$ cat src/rtl/cpu_pkg.sv
// Shared definitions for the mini-CPU pipeline.
//   src_e    : writeback source indices (indices >= 4 pass through unchanged)
//   ld_size_e: load size encodings (3 behaves as a word load)
package cpu_pkg;

    typedef enum logic [2:0] {
        SRC_ALU  = 3'd0,
        SRC_MEM  = 3'd1,
        SRC_LINK = 3'd2,
        SRC_IMM  = 3'd3
    } src_e;

    typedef enum logic [1:0] {
        LD_B     = 2'd0,
        LD_H     = 2'd1,
        LD_W     = 2'd2,
        LD_W_ALT = 2'd3
    } ld_size_e;

endpackage

$ cat src/rtl/load_extract.sv
// Combinational load extraction: picks the addressed byte/half/word lane of a
// little-endian memory word and sign- or zero-extends it to XLEN.
// Ports:
//   data        in  XLEN  raw memory read data (word in bits [31:0])
//   size        in  2     load size (byte, half, word; 3 acts as word)
//   ld_unsigned in  1     zero-extend instead of sign-extend
//   byte_off    in  2     address bits [1:0]
//   result      out XLEN  extended load value
module load_extract
    import cpu_pkg::*;
#(
    parameter int unsigned XLEN = 32
) (
    input  logic [XLEN-1:0] data,
    input  logic [1:0]      size,
    input  logic            ld_unsigned,
    input  logic [1:0]      byte_off,
    output logic [XLEN-1:0] result
);

    logic [7:0]  byte_lane;
    logic [15:0] half_lane;

    always_comb begin
        unique case (byte_off)
            2'd0:    byte_lane = data[7:0];
            2'd1:    byte_lane = data[15:8];
            2'd2:    byte_lane = data[23:16];
            default: byte_lane = data[31:24];
        endcase
        // Half-word lane follows byte_off[1] only; misaligned bit 0 is ignored.
        half_lane = byte_off[1] ? data[31:16] : data[15:0];
    end

    always_comb begin
        result = '0;
        unique case (size)
            LD_B: begin
                result       = {XLEN{~ld_unsigned & byte_lane[7]}};
                result[7:0]  = byte_lane;
            end
            LD_H: begin
                result       = {XLEN{~ld_unsigned & half_lane[15]}};
                result[15:0] = half_lane;
            end
            default: begin
                result       = {XLEN{~ld_unsigned & data[31]}};
                result[31:0] = data[31:0];
            end
        endcase
    end

endmodule

$ cat src/rtl/wb_select_reg.sv
// Registered MEM/WB writeback stage: source multiplexer, load extraction,
// register-file write port with stall/flush, sticky illegal-select flag and a
// retired-write counter.
// Ports:
//   clk, rst        clock, asynchronous active-high reset
//   stall, flush    hold / kill the MEM/WB register (flush wins)
//   in_valid        MEM-stage instruction valid
//   in_wreg, in_rn  writes the register file / destination register
//   in_sel          source index; >= NSRC selects source 0 and flags sel_err
//   in_ld_size, in_ld_unsigned, in_byte_off  load extraction controls (sel 1)
//   in_src          flattened sources, source k at [k*XLEN +: XLEN]
//   wb_valid, wb_we, wb_rn, wb_data  registered write port
//   sel_err         sticky illegal-select flag, cleared only by rst
//   retired         count of committed register writes, wraps
module wb_select_reg
    import cpu_pkg::*;
#(
    parameter int unsigned XLEN = 32,
    parameter int unsigned NSRC = 4,
    parameter int unsigned REGW = 5,
    parameter int unsigned CNTW = 32
) (
    input  logic                 clk,
    input  logic                 rst,
    input  logic                 stall,
    input  logic                 flush,
    input  logic                 in_valid,
    input  logic                 in_wreg,
    input  logic [REGW-1:0]      in_rn,
    input  logic [2:0]           in_sel,
    input  logic [1:0]           in_ld_size,
    input  logic                 in_ld_unsigned,
    input  logic [1:0]           in_byte_off,
    input  logic [NSRC*XLEN-1:0] in_src,
    output logic                 wb_valid,
    output logic                 wb_we,
    output logic [REGW-1:0]      wb_rn,
    output logic [XLEN-1:0]      wb_data,
    output logic                 sel_err,
    output logic [CNTW-1:0]      retired
);

    localparam logic [3:0] NsrcW = 4'(NSRC);

    logic            sel_illegal;
    logic [XLEN-1:0] src_data;
    logic [XLEN-1:0] ld_data;
    logic [XLEN-1:0] data_next;
    logic            we_next;
    logic            load;

    logic            valid_q, valid_d;
    logic            we_q, we_d;
    logic [REGW-1:0] rn_q, rn_d;
    logic [XLEN-1:0] data_q, data_d;
    logic            err_q, err_d;
    logic [CNTW-1:0] cnt_q, cnt_d;

    assign sel_illegal = ({1'b0, in_sel} >= NsrcW);

    always_comb begin
        src_data = in_src[int'(SRC_ALU)*XLEN +: XLEN];
        for (int k = 0; k < int'(NSRC); k++) begin
            if (in_sel == 3'(k)) begin
                src_data = in_src[k*XLEN +: XLEN];
            end
        end
    end

    load_extract #(
        .XLEN(XLEN)
    ) u_load_extract (
        .data       (in_src[int'(SRC_MEM)*XLEN +: XLEN]),
        .size       (in_ld_size),
        .ld_unsigned(in_ld_unsigned),
        .byte_off   (in_byte_off),
        .result     (ld_data)
    );

    assign data_next = (in_sel == SRC_MEM) ? ld_data : src_data;
    assign we_next   = in_valid & in_wreg & (in_rn != '0);
    assign load      = ~flush & ~stall;

    always_comb begin
        valid_d = valid_q;
        we_d    = we_q;
        rn_d    = rn_q;
        data_d  = data_q;
        err_d   = err_q;
        cnt_d   = cnt_q;
        if (flush) begin
            valid_d = 1'b0;
            we_d    = 1'b0;
            rn_d    = '0;
            data_d  = '0;
        end else if (load) begin
            valid_d = in_valid;
            we_d    = we_next;
            rn_d    = in_rn;
            data_d  = data_next;
            if (in_valid && sel_illegal) begin
                err_d = 1'b1;
            end
            // A stalled write is counted once, when it is first loaded.
            if (we_next) begin
                cnt_d = cnt_q + 1'b1;
            end
        end
    end

    always_ff @(posedge clk or posedge rst) begin
        if (rst) begin
            valid_q <= 1'b0;
            we_q    <= 1'b0;
            rn_q    <= '0;
            data_q  <= '0;
            err_q   <= 1'b0;
            cnt_q   <= '0;
        end else begin
            valid_q <= valid_d;
            we_q    <= we_d;
            rn_q    <= rn_d;
            data_q  <= data_d;
            err_q   <= err_d;
            cnt_q   <= cnt_d;
        end
    end

    assign wb_valid = valid_q;
    assign wb_we    = we_q;
    assign wb_rn    = rn_q;
    assign wb_data  = data_q;
    assign sel_err  = err_q;
    assign retired  = cnt_q;

endmodule

$ cat config.mk
export PLATFORM = sky130hd
export DESIGN_NAME = wb_select_reg
export DESIGN_NICKNAME = d
export VERILOG_FILES = /design/src/rtl/cpu_pkg.sv /design/src/rtl/load_extract.sv /design/src/rtl/wb_select_reg.sv
export SDC_FILE = /design/constraint.sdc
export NUM_CORES = 1
export LEC_CHECK = 0
export CORE_MARGIN = 4
export CORE_UTILIZATION = 30
export DETAILED_ROUTE_END_ITERATION = 10
export PLACE_DENSITY = 0.73
export SLEW_MARGIN = 20
export SYNTH_ARGS = -nofsm -noshare
export SYNTH_HDL_FRONTEND = slang
export SYNTH_SLANG_ARGS = --single-unit
$ cat constraint.sdc
create_clock -name clk -period 2.6 [get_ports clk]
set_input_delay 0.52 -clock clk [delete_from_list [all_inputs] [get_ports clk]]
set_output_delay 0.52 -clock clk [all_outputs]
set_load 0.1 [all_outputs]
; After elaboration in Yosys (flattened, before gate mapping)
; Cells that the tools add are included.
[op_classes]
bitwise = 8
eq_ne = 6
n_lt_le_gt_ge = 1
mux = 14
reduce_logical = 7
addsub = 1
[ops]
columns = op, n
row1 = $mux 32, 5
row2 = $pmux 32 s2, 1
row3 = $add 32x1->32 const B, 1
row4 = $pmux 8 s3, 1
row5 = $mux 16, 1
row6 = $mux 5, 2
row7 = $eq 3x2->1 const B, 2
row8 = $reduce_and 3->1, 2
row9 = $and 1x1->1, 5
row10 = $reduce_bool 5->1, 1
row11 = $eq 2x1->1 const B, 2
row12 = $logic_not 2->1, 2
row13 = $mux 1, 4
row14 = $eq 3x1->1 const B, 1
row15 = $ge 3x3->1 const B, 1
row16 = $not 1->1, 3
row17 = $eq 2x2->1 const B, 1
row18 = $reduce_bool 2->1, 1
row19 = $logic_and 1x1->1, 1
[word_totals]
regBits = 72
inputBits = 147
word_cells = 43

; Longest topological paths before layout
; Gate-level depths: netlist of the first run.
[depth]
ltp_word = 7
ltp_mapped = 7

; Modules after synthesis
; A second synthesis of the first run with hierarchy kept.
[hier_totals]
hier_cells = 529
area_unflattened_um2 = 4744.6
[by_module_without_submodules]
columns = mod, area_each_um2, instances, seq_area_each_um2, cells_per_inst
row1 = wb_select_reg, 3898.7, 1, 1801.7, 414
row2 = load_extract, 845.8, 1, 0.0, 115

; Worst setup path before layout of the first run
; No wires, ideal clock.
[synth_path]
path_kind = register to register
from = register cnt_q[0] (netlist: retired[0])
to = register cnt_q[24] (netlist: retired[24])
t_arrival_ns = 2.365
path_stages_with_launch = 8
setup_time_ns = 0.158
setup_slack_ns = 0.077
period_less_slack_ns = 2.523
path_cell_list = dfrtp_1 -> ha_1 -> nand2_1 -> a2111oi_4 -> and3_1 -> buf_4 -> nand4_1 -> xnor2_1
[synth_via]
elab_chain_len = 1
[synth_rtl]
columns = item, line_no
row1 = start: declaration, wb_select_reg.sv:57  ; logic [CNTW-1:0] cnt_q, cnt_d;
row2 = start signal: assignment, wb_select_reg.sv:125  ; cnt_q <= cnt_d;
row3 = $add 32x1->32, wb_select_reg.sv:106  ; cnt_d = cnt_q + 1'b1;
; No other way between the ends.
; A chain may end at the register's enable or synchronous reset.

; Final worst setup path of the first run
[layout_path]
from = input in_valid
to = register cnt_q[28] (netlist: retired[28])
[layout_via]
elab_chain_len = 3
[layout_rtl]
columns = item, line_no
row1 = start: declaration, wb_select_reg.sv:27  ; input logic in_valid,
row2 = $and 1x1->1 (2 in a row), wb_select_reg.sv:81  ; assign we_next = in_valid & in_wreg & (in_rn != '0);
row3 = $reduce_and 3->1 (no source line), n/a
; No other way between the ends.

==> reports/metrics.cfg, run 1 <==
[synth]
syn_avg_cell_area_sq_um=9.573
ys_types=47
synth_ff_type=dfrtp_1
synth_seq_area_share=0.4268
synth.most_common_cell=dfrtp_1
async_flop_share=1.000
synth_largest_area_cell=dfrtp_1
synth_top_area_share=0.4268
syn-num-nets=589
synth_edf_count=0
netlist_instances=441
ys_warn_count=0
synthTopCellsByCount=72 x dfrtp_1, 62 x nand2_1, 43 x o21ai_0
synth_seq_cells=72
synth_area_leaders=dfrtp_1 43%, mux2i_1 9.5%, nand2_1 5.5%, o21ai_0 5.1%, o221ai_1 4.8%
syn_area_sq_um=4222

[routing]
ant_nets=0
wl_microns=15350
first_iter_violations=208
via_count=4302
wl_per_cell_microns=18.13
post-route-drc-count=0
routed_via_density=5.079
dr.pass1.iters=4

[clock_tree]
path_clk_slew_ns=0.06
cts_buffers=9
cts_resized=0
cts_setup_buffers=0
clock_sink_count=72
clockBufferDepth=2
clk_latency_ns=0.34
htree_num_levels=3
cts_hold_buf=0
cts_tree=yes
cts_root_buf=clkbuf_16

[setup_path]
r2r_setup_slack_ns=0.59
cp_max_fo=5
r2r_end=retired[28]
worstPathArrival_ns=2.31
criticalPathCategory=in2reg
crit_path_end_kind=flop
rr_worst_depth=6
startpoint_type=input port
crit-reg2reg-launch=retired[0]
worstPathRequired_ns=2.82

[placed_design]
place_hpwl_microns=12570
gp_congestion=0.8931
pre_cts_ws_ns=0.1308
port_buffers=218

[timing]
worst_pin_slew_ns=0.6144
fin_tns_setup_ns=0
rsz0062_at_grt=no
setup_violations=0
period_share=0.8047
drv_slew=0
slew_headroom=0.5900
max_freq_mhz=478.0
fin_crit_ns=2.092
clock_skew_ns=0.007378
hold_violations=0
layout_setup_ws_ns=0.5077

[pwr]
power.internal_mw=2.279
power.share.combinational=0.343
seqPwrFrac=0.343
peakVddDrop_mv=0.2861
switching_share=0.3818
clkPwrFrac=0.313
leakagePower_nw=3.047
p_sw_mw=1.407
cellPowerDensity_nw_per_um2=542.3

[global_route]
grt_pass1_wl_microns=24340
grt_pass1_vias=4607
antenna_found_initial=0
grt_max_degree=36
grt_use_total=0.1930
grt_overflow=0

[outcome]
status=complete, no violations

[floorplanning]
rows=43
die_y_microns=126.6
die_w_microns=126.6
fp.dieArea_sq_um=16030
start_util=0.3053
core_sq_um=13830
io_pins=219

[run]
drv_cap=0

[min_path]
whs_endpoint=wb_data[6]
min_path_cells=2
hold_start=wb_data[6]
hold_path.class=reg2reg

[final_layout]
fin_nets=810
drive_above_1_share=0.1964
area.growth.synth_to_final_pct=61.03
n_antenna_cell=0

==> per-stage QoR <==
| stage | instances | util | hold WS [ns] | power [mW] | cell area, sq um |
|---|---|---|---|---|---|
| after floorplan | 441 | - | 0.6722 | 2.059 | 4222 |
| after global placement | 831 | 0.4718 | 0.4614 | 2.546 | 6524 |
| after detailed placement | 831 | 0.4718 | 0.4721 | 2.560 | 6524 |
| after CTS | 847 | 0.4916 | 0.4851 | 3.729 | 6798 |
| after global routing | 847 | 0.4916 | 0.5039 | 3.844 | 6798 |
| final | 847 | 0.4916 | 0.4836 | 3.687 | 6798 |
==> sequential cells by signal (all words and copies together), names as in the netlist <==
| register | flops |
|---|---|
| retired | 32 |
| wb_data | 32 |
| wb_rn | 5 |
| sel_err | 1 |
| wb_valid | 1 |
| wb_we | 1 |
==> per-layer routing <==
| layer | GRT usage | up-vias | share of wire | wire length, microns |
|---|---|---|---|---|
| li1 | - | 2057 | - | - |
| met1 | 0.2226 | 2032 | 0.39 | 6022 |
| met2 | 0.3359 | 183 | 0.51 | 7782 |
| met3 | 0.05895 | 30 | 0.074 | 1130 |
| met4 | 0.07319 | 0 | 0.027 | 418 |
| met5 | 0 | - | 0 | 0 |
==> how the worst max path moves through the flow <==
stage / from / to / cells after the start
after floorplan: retired[0] / retired[24] / 7
after global placement: in_valid / retired[26] / 6
after detailed placement: in_valid / retired[28] / 6
after CTS: in_valid / retired[28] / 6
after global routing: in_valid / retired[28] / 6
final: in_valid / retired[28] / 6
==> critical path, stage by stage <==
cell,delay (ns)
clkdlybuf4s50_1,0.55
nand4bb_4,0.16
a2111oi_4,0.42
and3_1,0.35
nand4_1,0.15
xnor2_1,0.16
==> logic make-up after synthesis <==
logic type	Yosys count	share of synthesized area
fa+ha+maj	1	0.002963
mux	49	0.1215
compound gates	116	0.1820
flops	72	0.4268
buf+inv	32	0.03408
xor+xnor	31	0.06610
simple gates	140	0.1666
==> power groups by stage <==
stage	Sequential, mW	Clock [mW]	Combinational, mW
global placement	1.28	0	1.26
CTS	1.27	1.19	1.28
global route	1.28	1.23	1.33
detailed placement	1.29	0	1.28
floorplan	1.79	0	0.266
finish	1.27	1.15	1.27
==> layout by cell type, fill, tap and decap left out, types with 3 or more instances in the layout <==
cell and n:
nand2_1 62, nand4_1 9, clkinv_4 3, inv_1 3, nand3_1 8, mux2i_1 40, a21oi_1 24, mux2_2 8
and3_1 10, xnor2_1 21, a22oi_1 6, o221ai_1 23, clkinv_2 3, dfrtp_1 72, xor2_1 9, buf_4 88
and4_1 5, clkbuf_16 9, nor2_1 27, buf_12 4, a22o_1 8, clkdlybuf4s50_1 145, o21ai_0 43
==> final cells by class <==
class                           count  area (sq um)
Fill cell                        1307          7029
Multi-Input combinational cell    337          2283
Timing Repair Buffer              238          2197
Sequential cell                    72          1802
Clock buffer                       10         229.0
Tap cell                          180         225.2
Clock inverter                      6         45.04
Inverter                            4         16.27
Power figures use the tool's default switching activity.
==> run 2: changes to the inputs <==
clock period = 2.1 ns   (was 2.6 ns; I/O delays follow)
==> reports/metrics.cfg, run 2 (same netlist as run 1, synthesis figures left out) <==
[timing]
period_share=0.9213
holdWs_ns=0.4670  ; was 0.4836 ns
rsz0062_at_grt=no  ; unchanged
setup_violations=0  ; unchanged
max_freq_mhz=516.9
hold_violations=0  ; unchanged
slew_headroom=0.6204  ; was 0.5900
fin_tns_setup_ns=0  ; unchanged
clock_skew_ns=0.002410  ; was 0.007378 ns
drv_slew=0  ; unchanged
fin_crit_ns=1.935
worst_pin_slew_ns=0.5694  ; was 0.6144 ns

[final_layout]
fin_cells=864  ; was 847
fin_util=0.5074  ; was 0.4916
final_cell_mix=145 x clkdlybuf4s50_1, 101 x buf_4, 62 x nand2_1  ; was 145 x clkdlybuf4s50_1, 88 x buf_4, 72 x dfrtp_1
fin_area_sq_um=7015  ; was 6798 sq um
layout_commonest_cell=clkdlybuf4s50_1  ; unchanged
area.growth.synth_to_final_pct=66.18  ; was 61.03%
drive_above_1_share=0.2372  ; was 0.1964
nFillCells=1291  ; was 1307
fin_nets=826  ; was 810

[min_path]
whs_endpoint=sel_err  ; was wb_data[6]
min_path_cells=1  ; was 2
hold_start=sel_err  ; was wb_data[6]
hold_path.class=reg2reg  ; unchanged

[routing]
ant_nets=0  ; unchanged
wl_per_cell_microns=18.90  ; was 18.13 microns
wl_microns=16330  ; was 15350 microns
first_iter_violations=231  ; was 208
dr.pass1.iters=4  ; unchanged
post-route-drc-count=0  ; unchanged
via_count=4504  ; was 4302
routed_via_density=5.213  ; was 5.079

[global_route]
grt_max_degree=73  ; was 36
antenna_found_initial=2  ; was 0
grt_use_total=0.2007  ; was 0.1930
grt_overflow=0  ; unchanged
grt_pass1_vias=4724  ; was 4607
grt_pass1_wl_microns=25110  ; was 24340 microns

[floorplanning]
core_sq_um=13830  ; unchanged
die_w_microns=126.6  ; unchanged
die_y_microns=126.6  ; unchanged
start_util=0.3053  ; unchanged
rows=43  ; unchanged
io_pins=219  ; unchanged
fp.dieArea_sq_um=16030  ; unchanged

[outcome]
status=complete, no violations  ; unchanged

[pwr]
p_sw_mw=1.742  ; was 1.407 mW
clkPwrFrac=0.330  ; was 0.313
peakVddDrop_mv=0.3628  ; was 0.2861 mV
seqPwrFrac=0.332  ; was 0.343
power.internal_mw=3.050  ; was 2.279 mW
switching_share=0.3635  ; was 0.3818
leakagePower_nw=3.136  ; was 3.047 nW
power.share.combinational=0.338  ; was 0.343
cellPowerDensity_nw_per_um2=683.1  ; was 542.3 nW/um^2

[setup_path]
crit-reg2reg-launch=retired[0]  ; unchanged
worstPathRequired_ns=2.36  ; was 2.82 ns
slowest_stage=clkdlybuf4s50_1  ; unchanged
r2r_setup_slack_ns=0.30  ; was 0.59 ns
rr_worst_depth=6  ; unchanged
startpoint_type=input port  ; unchanged
cpPeakStageDelay_ns=0.42  ; was 0.55 ns
crit_path_frequent_cell=and3_1
cp_max_fo=5  ; unchanged
crit_chain=clkdlybuf4s50_1 -> nand4bb_4 -> a2111oi_4 -> and3_1 -> and3_1 -> xor2_1  ; was clkdlybuf4s50_1 -> nand4bb_4 -> a2111oi_4 -> and3_1 -> nand4_1 -> xnor2_1
crit_path_end_kind=flop  ; unchanged
criticalPathCategory=in2reg  ; unchanged
r2r_end=retired[26]  ; was retired[28]
worstPathArrival_ns=2.20  ; was 2.31 ns

[placed_design]
gp_congestion=0.9157  ; was 0.8931
place_hpwl_microns=13050  ; was 12570 microns
port_buffers=218  ; unchanged
dp.cells=847  ; was 831
dpl-instance-area_sq_um=6706  ; was 6524 sq um

[clock_tree]
clockBufferDepth=2  ; unchanged
cts_tree=yes  ; unchanged
cts_root_buf=clkbuf_16  ; unchanged
htree_num_levels=3  ; unchanged
clock_sink_count=72  ; unchanged
cts_buffers=9  ; unchanged
cts_setup_buffers=0  ; unchanged
path_clk_slew_ns=0.06  ; about the same
cts_resized=0  ; unchanged
clk_latency_ns=0.34  ; about the same
cts_hold_buf=0  ; unchanged

[run]
drv_cap=0  ; unchanged

## run 2: per-layer routing
metal  share of wire  wire (microns)  vias to the layer above  track usage
met4           0.043             709                        2       0.1022
met3           0.090            1471                       48      0.07411
li1                -               -                     2092            -
met5         0.00043               7                        -            0
met2            0.50            8160                      234       0.3446
met1            0.37            5984                     2128       0.2165
## run 2: layout make-up
| class | instances | area (sq um) | share of cell area |
|---|---|---|---|
| repair buffers | 254 | 2355 | 0.3357 |
| multi-input cells | 337 | 2283 | 0.3255 |
| flip-flops and latches | 72 | 1824 | 0.2600 |
| clock buffers | 11 | 252.7 | 0.03603 |
| well taps | 180 | 225.2 | 0.03210 |
| clock inverters | 5 | 53.80 | 0.007669 |
| inverters | 4 | 18.77 | 0.002675 |
| diodes | 1 | 2.502 | 0.0003567 |
## run 2: critical path, delay by kind of cell
| family | cells | cell delay [ns] |
|---|---|---|
| AO/OA/AOI/OAI | 1 | 0.38 |
| XOR/XNOR | 1 | 0.14 |
| buffers and inverters | 1 | 0.42 |
| AND/OR/NAND/NOR | 3 | 0.83 |
## run 2: power by group through the flow
| stage | Sequential [mW] | Combinational, mW | Clock [mW] |
|---|---|---|---|
| 4_1_cts | 1.59 | 1.63 | 1.62 |
| 3_5_place_dp | 1.61 | 1.62 | 0 |
| 2_1_floorplan | 2.24 | 0.329 | 0 |
| 3_3_place_gp | 1.61 | 1.61 | 0 |
| 5_1_grt | 1.60 | 1.70 | 1.67 |
| 6_report | 1.59 | 1.62 | 1.58 |
## run 2: worst max path at each step
stage	from	to	slack [ns]	depth (start not counted)
3_3_place_gp	in_rn[2]	retired[19]	-0.15	6
4_1_cts	stall	retired[26]	0.17	6
6_report	stall	retired[26]	0.17	6
5_1_grt	in_rn[2]	retired[19]	0.10	6
2_1_floorplan	retired[10]	retired[19]	0.005	6
3_5_place_dp	stall	retired[26]	-0.18	6
## run 2: metrics by stage
stage	setup WS, ns	power (mW)
floorplan	0.005284	2.568
global placement	-0.1504	3.215
detailed placement	-0.1825	3.237
CTS	0.1711	4.835
global route	0.1042	4.968
finish	0.1652	4.792
